## src/rtl/spram_bus_bridge.sv

```systemverilog
// spram_bus_bridge
//   Bridges a 32-bit request/acknowledge CPU bus onto one 16K x 16 SPRAM.
//   Each word access is split into two halfword accesses: low half, then
//   high half. Requests outside the 32 KB window at BASE_ADDR are
//   acknowledged at once with m_err set and never touch the RAM.
//
// Ports
//   clk, reset          system clock, synchronous active-high reset
//   m_req, m_wr         CPU request (held until m_ack), 1 = write
//   m_addr, m_wdata     byte address (bits [1:0] ignored), write data
//   m_be                write byte enables
//   m_rdata, m_ack      read data (held between acks), one-cycle ack pulse
//   m_err               out-of-window flag, valid with m_ack
//   ram_addr            SPRAM halfword address
//   ram_wdata           SPRAM write data
//   ram_maskwren        SPRAM nibble write mask
//   ram_wren            SPRAM write enable
//   ram_rdata           SPRAM read data, one cycle after its address
//
// state | meaning
// ------+-----------------------------------------------------------
// IDLE  | waiting for m_req; request fields latched on acceptance
// LO    | low halfword access (write, or read address issued)
// HI    | high halfword access; low read data captured
// RD2   | high read data captured, RAM idle
// ACK   | m_ack pulse (m_err on out-of-window), back to IDLE

module spram_bus_bridge #(
    parameter logic [31:0] BASE_ADDR = 32'h0000_0000
) (
    input  logic        clk,
    input  logic        reset,
    input  logic        m_req,
    input  logic        m_wr,
    input  logic [31:0] m_addr,
    input  logic [31:0] m_wdata,
    input  logic [3:0]  m_be,
    output logic [31:0] m_rdata,
    output logic        m_ack,
    output logic        m_err,
    output logic [13:0] ram_addr,
    output logic [15:0] ram_wdata,
    output logic [3:0]  ram_maskwren,
    output logic        ram_wren,
    input  logic [15:0] ram_rdata
);

    typedef enum logic [2:0] {
        S_IDLE,
        S_LO,
        S_HI,
        S_RD2,
        S_ACK
    } state_t;

    state_t      state_q;
    state_t      state_d;

    logic [12:0] word_q;
    logic [31:0] wdata_q;
    logic [3:0]  be_q;
    logic        wr_q;

    logic        in_window;
    logic        accept;

    // Word-aligned access: the byte offset bits carry no information.
    logic [1:0]  unused_addr_bits;
    assign unused_addr_bits = m_addr[1:0];

    assign in_window = (m_addr[31:15] == BASE_ADDR[31:15]);
    assign accept    = (state_q == S_IDLE) && m_req;

    always_ff @(posedge clk) begin
        if (reset) begin
            state_q <= S_IDLE;
            word_q  <= '0;
            wdata_q <= '0;
            be_q    <= '0;
            wr_q    <= 1'b0;
            m_ack   <= 1'b0;
            m_err   <= 1'b0;
            m_rdata <= '0;
        end else begin
            state_q <= state_d;

            if (accept) begin
                word_q  <= m_addr[14:2];
                wdata_q <= m_wdata;
                be_q    <= m_be;
                wr_q    <= m_wr;
            end

            // Ack/err are registered off the next state so they line up
            // with the cycle the FSM spends in ACK.
            m_ack <= (state_d == S_ACK);
            m_err <= accept && !in_window;

            if (accept && !in_window) begin
                m_rdata <= '0;
            end else if (state_q == S_HI && !wr_q) begin
                // Data for the LO address issued last cycle.
                m_rdata[15:0] <= ram_rdata;
            end else if (state_q == S_RD2) begin
                m_rdata[31:16] <= ram_rdata;
            end
        end
    end

    always_comb begin
        state_d      = state_q;
        ram_addr     = {word_q, 1'b0};
        ram_wdata    = wdata_q[15:0];
        ram_maskwren = 4'h0;
        ram_wren     = 1'b0;

        case (state_q)
            S_IDLE: begin
                if (m_req) begin
                    state_d = in_window ? S_LO : S_ACK;
                end
            end
            S_LO: begin
                ram_maskwren = {be_q[1], be_q[1], be_q[0], be_q[0]};
                ram_wren     = wr_q;
                state_d      = S_HI;
            end
            S_HI: begin
                ram_addr     = {word_q, 1'b1};
                ram_wdata    = wdata_q[31:16];
                ram_maskwren = {be_q[3], be_q[3], be_q[2], be_q[2]};
                ram_wren     = wr_q;
                state_d      = wr_q ? S_ACK : S_RD2;
            end
            S_RD2: begin
                state_d = S_ACK;
            end
            S_ACK: begin
                state_d = S_IDLE;
            end
            default: begin
                state_d = S_IDLE;
            end
        endcase
    end

endmodule

```

## config.mk

```make
export PLATFORM = sky130hd
export DESIGN_NAME = spram_bus_bridge
export DESIGN_NICKNAME = d
export VERILOG_FILES = /design/src/rtl/spram_bus_bridge.sv
export SDC_FILE = /design/constraint.sdc
export NUM_CORES = 1
export LEC_CHECK = 0
export CAP_MARGIN = 10
export CELL_PAD_IN_SITES_DETAIL_PLACEMENT = 1
export CELL_PAD_IN_SITES_GLOBAL_PLACEMENT = 1
export CORE_UTILIZATION = 31
export DETAILED_ROUTE_END_ITERATION = 10
export PLACE_DENSITY = 0.95
export SYNTH_ARGS = -nofsm -noshare
export SYNTH_HDL_FRONTEND = slang
export SYNTH_SLANG_ARGS = --single-unit
```

## constraint.sdc

```tcl
create_clock -name clk -period 3.6 [get_ports clk]
set_clock_uncertainty 0.15 [all_clocks]
set_input_delay 0.72 -clock clk [delete_from_list [all_inputs] [get_ports clk]]
set_output_delay 0.72 -clock clk [all_outputs]
set_load 0.03 [all_outputs]
```

# Word-level counts from Yosys, hierarchy flattened
# Index checks and enable logic that the tools add are counted.
# totals
register_bits	87
inputBits	88
# op_classes
bitwise	1
n_reduce_logical	10
mux	8
n_eq_ne	4
# op_table
operator	count
zero test 17 bit	1
two-way mux 16 bit	1
case mux 3 bit (4 select lines)	1
two-way mux 3 bit	3
case mux 4 bit (2 select lines)	1
== test 3 x 2 -> 1 bit, second input constant	2
OR reduction 2 bit	2
== test 3 x 1 -> 1 bit, second input constant	1
== test 3 bit, second input constant	1
logical AND 1 bit	3
zero test 3 bit	1
zero test 1 bit	2
two-way mux 1 bit	2
AND reduction 2 bit	1
NOT 1 bit	1

# Longest topological paths before layout
# logic_depth
word_depth	5
mapped_depth	7
ltp_nobuf	4

# Worst setup path before layout
# No wires, ideal clock.
# synth_timing
path_kind	register to output
startpoint	register state_q[1]
endpoint	output ram_wdata[10]
t_arrival_ps	1507
n_path_buf	2
path_slack_ps	1223
path_stages_with_launch	5
cell_sequence	dfxtp_1 > nor3b_1 > buf_4 > buf_2 > mux2_2
# synth_between
elab_chain_cells	2
# synth_lines
item	line_no	text
from (decl)	56	state_t state_q;
from (signal assigned)	85	state_q <= state_d;
== test 3 x 2 -> 1 bit	117	case (state_q)
two-way mux 16 bit	117	
to (decl)	42	output logic [15:0] ram_wdata,
# No other way between the ends.

# Worst setup path in the final report
# layout_timing
startpoint	register state_q[1]
endpoint	output ram_wdata[8]
# The elaborated chain is that of the path after synthesis.

==> reports/results.ini <==
[global_routing]
antenna_found_initial = 0
grtUsageTotal_pct = 20.4
gr-total-overflow = 0
grt_max_degree = 37
grt_pass1_wl_um = 17600
grt_pass1_vias = 3586

[synth]
synth-compound-area-share_pct = 14.5
avgSynthCellArea_um2 = 8.02
syn_nets = 503
post_synth_num_cell_types = 27
synth_mux_area_share_pct = 5.41
synth-seq-cells = 87
ys_seq_area_share_pct = 52.3
synth_area_mm2 = 0.00333
yosys.area_share.simple_pct = 22.8
synthCells = 415
synth_warnings = 0
synthAdderAreaFrac_pct = 0
synth_top_family_by_area = simple AND/OR/NAND/NOR gates
synth-xor-area-share_pct = 0

[cts]
cts_tree = built
cts-resized-gates = 0
clkSinkCount = 87
clkLatencyLatePin_ns = 0.37
hold_buffers = 0
cts_root_buf = clkbuf_8
cts_max_path_buffers = 2
clkSlewWorstSetupHoldPaths_ns = 0.08
postCtsSetupRepairBufs = 0
cts.htree.levels = 3
cts_made_buffers = 9

[timing]
rsz0062_at_grt = no
finalSetupTns_ns = 0
post-route-min-period_ns = 3.33
maxSlewViolCount = 0
fin_crit_sh_pct = 92.4
timing.slew.headroom_pct = 22.4
tightest_slew_ns = 1.16
setup_viol_count_final = 0
fin_hold_ws_ns = 0.309
hold_viol = 0
fmax_mhz = 300
fin_ws_ns = 0.272

[flow_run]
drv_cap = 0

[placed_design]
pre_cts_ws_ns = 0.653
dp_hpwl_um = 8160
port_buffers = 154
place.gp.congestion = 0.727
post-place-cells = 680

[run_status]
outcome = completed

[worst_setup_path]
path_class = reg2out
worst_setup_path_end_kind = output port
worstPathArrival_ns = 2.46
cp_max_fo = 17
required_ns = 2.73
startpoint_type = flip-flop

[pwr]
vdd_drop_max_v = 0.000219
p_switching_w = 0.000532
power_density_mw_per_mm2 = 392
p_int_w = 0.00148
p_leak_nw = 1.82
pwr-share-comb_pct = 14.9
clkPwrFrac_pct = 34.4
seqPwrFrac_pct = 50.7
switching_share_pct = 26.5

[finish]
drive_above_1_share_pct = 7.86
area_delta_synth_final_pct = 54.1
stdcell_count = 696
n_fill_cell = 1242
nets = 643
antennaDiodeCount = 0

[floorplanning]
core_area_mm2 = 0.0104
rows = 37
die_w_um = 106
io_pins = 157
fp.dieH_um = 106
start_util_pct = 32.1
dieArea_mm2 = 0.0112

[drt]
drt-total-wl_um = 11000
drt_iter0_drc = 109
drtPass1Iterations = 4
ant_nets = 0
viasPerCell = 4.79
vias = 3331
post_drt_wl_per_cell_um = 15.8
drc = 0

[min_path]
hold_path_class = reg2reg

cell usage after synthesis:
| library cell | instances | area [µm²] |
|---|---|---|
| buf_2 | 3 | 15.0 |
| a21oi_1 | 83 | 415 |
| o21ai_0 | 1 | 5.00 |
| nor2_1 | 7 | 26.3 |
| and2_1 | 1 | 6.26 |
| or4b_1 | 1 | 10.0 |
| nand3_1 | 1 | 5.00 |
| inv_1 | 1 | 3.75 |
| buf_6 | 4 | 45.0 |
| clkbuf_2 | 1 | 5.00 |
| dfxtp_1 | 87 | 1740 |
| nor3b_1 | 1 | 7.51 |
| o31a_4 | 1 | 17.5 |
| clkbuf_1 | 20 | 75.1 |
| o21ai_1 | 1 | 5.00 |
| nor3_1 | 3 | 15.0 |
| nor4b_2 | 1 | 15.0 |
| nand2b_2 | 1 | 8.76 |
| nor4_1 | 3 | 18.8 |
| or2_2 | 1 | 6.26 |
| buf_4 | 3 | 22.5 |
| o31a_1 | 1 | 8.76 |
| a22oi_1 | 2 | 15.0 |
| nand2_1 | 167 | 627 |
| nor2b_1 | 2 | 12.5 |
| mux2_2 | 16 | 180 |
| a211oi_1 | 2 | 15.0 |
per-stage QoR:
step           util, %  power (W)  instance area [µm²]
3_3_place_gp      47.6    0.00133                 4930
3_5_place_dp      47.6    0.00134                 4930
6_report          49.4    0.00201                 5130
2_1_floorplan        -    0.00118                 3330
4_1_cts           49.4    0.00203                 5130
5_1_grt           49.4    0.00211                 5130
cell type report:
type / instances / area, µm² / share of cell area [%]
clock buffer: 10 / 128 / 2.49
clock inverter: 6 / 68.8 / 1.34
inverter: 1 / 3.75 / 0.0732
multi-input combinational: 296 / 1430 / 28.0
sequential: 87 / 1740 / 34.0
tap: 136 / 170 / 3.32
timing repair buffer: 160 / 1580 / 30.8
power by group through the flow:
stage / clock (W) / sequential, W / combinational, W
finish: 0.000691 / 0.00102 / 0.000299
floorplan: 0 / 0.00106 / 0.000120
global route: 0.000761 / 0.00102 / 0.000322
global placement: 0 / 0.00104 / 0.000292
detailed placement: 0 / 0.00104 / 0.000301
CTS: 0.000711 / 0.00102 / 0.000303
state kept, by name, summed over array words and instances (netlist names):
register and cells:
m_err 1, m_rdata 32, wr_q 1, m_ack 1, word_q 13, wdata_q 32, state_q 3, be_q 4
cells by family after synthesis:
logic type | after synthesis
and+or+nand+nor | 189
muxes | 16
AOI/OAI and AO/OA | 91
DFF | 87
buffers and inverters | 32
per-layer routing:
metal	global-route usage, %	vias to the layer above	share of wire (%)
li1	-	1633	-
met1	22.0	1580	41
met2	37.6	105	53
met3	5.19	13	5.0
met4	8.43	0	1.5
met5	0	-	0
path summary, 6_finish.rpt:
| kind | startpoint | end | slack [ns] | depth (start not counted) |
|---|---|---|---|---|
| max reg2reg | state_q[2]$_SDFF_PP0_ | m_rdata[13]$_SDFFE_PP0N_ | 1.50 | 4 |
| max | state_q[1]$_SDFF_PP0_ | ram_wdata[8] | 0.27 | 4 |
| min | word_q[7]$_SDFFE_PP0P_ | word_q[7]$_SDFFE_PP0P_ | 0.31 | 2 |
| min reg2reg | word_q[7]$_SDFFE_PP0P_ | word_q[7]$_SDFFE_PP0P_ | 0.31 | 2 |
layout by cell type (no fill, tap or decap), types with 2 or more instances in the layout:
cell               n
buf_4              6
a211oi_1           2
nor2_1             7
nor4_1             3
nor2b_1            2
inv_6              2
a21oi_1           83
dfxtp_1           87
clkdlybuf4s50_1  153
nor3_1             3
a22oi_1            2
clkbuf_8           9
mux2_2            16
nand2_1          167
critical path: stages, from the launching register on:
cell             delay (ns)
dfxtp_1                0.47
nor3b_2                0.30
buf_4                  0.32
mux2_2                 0.38
clkdlybuf4s50_1        0.61
Note: power is estimated with default switching activity, not from simulation.
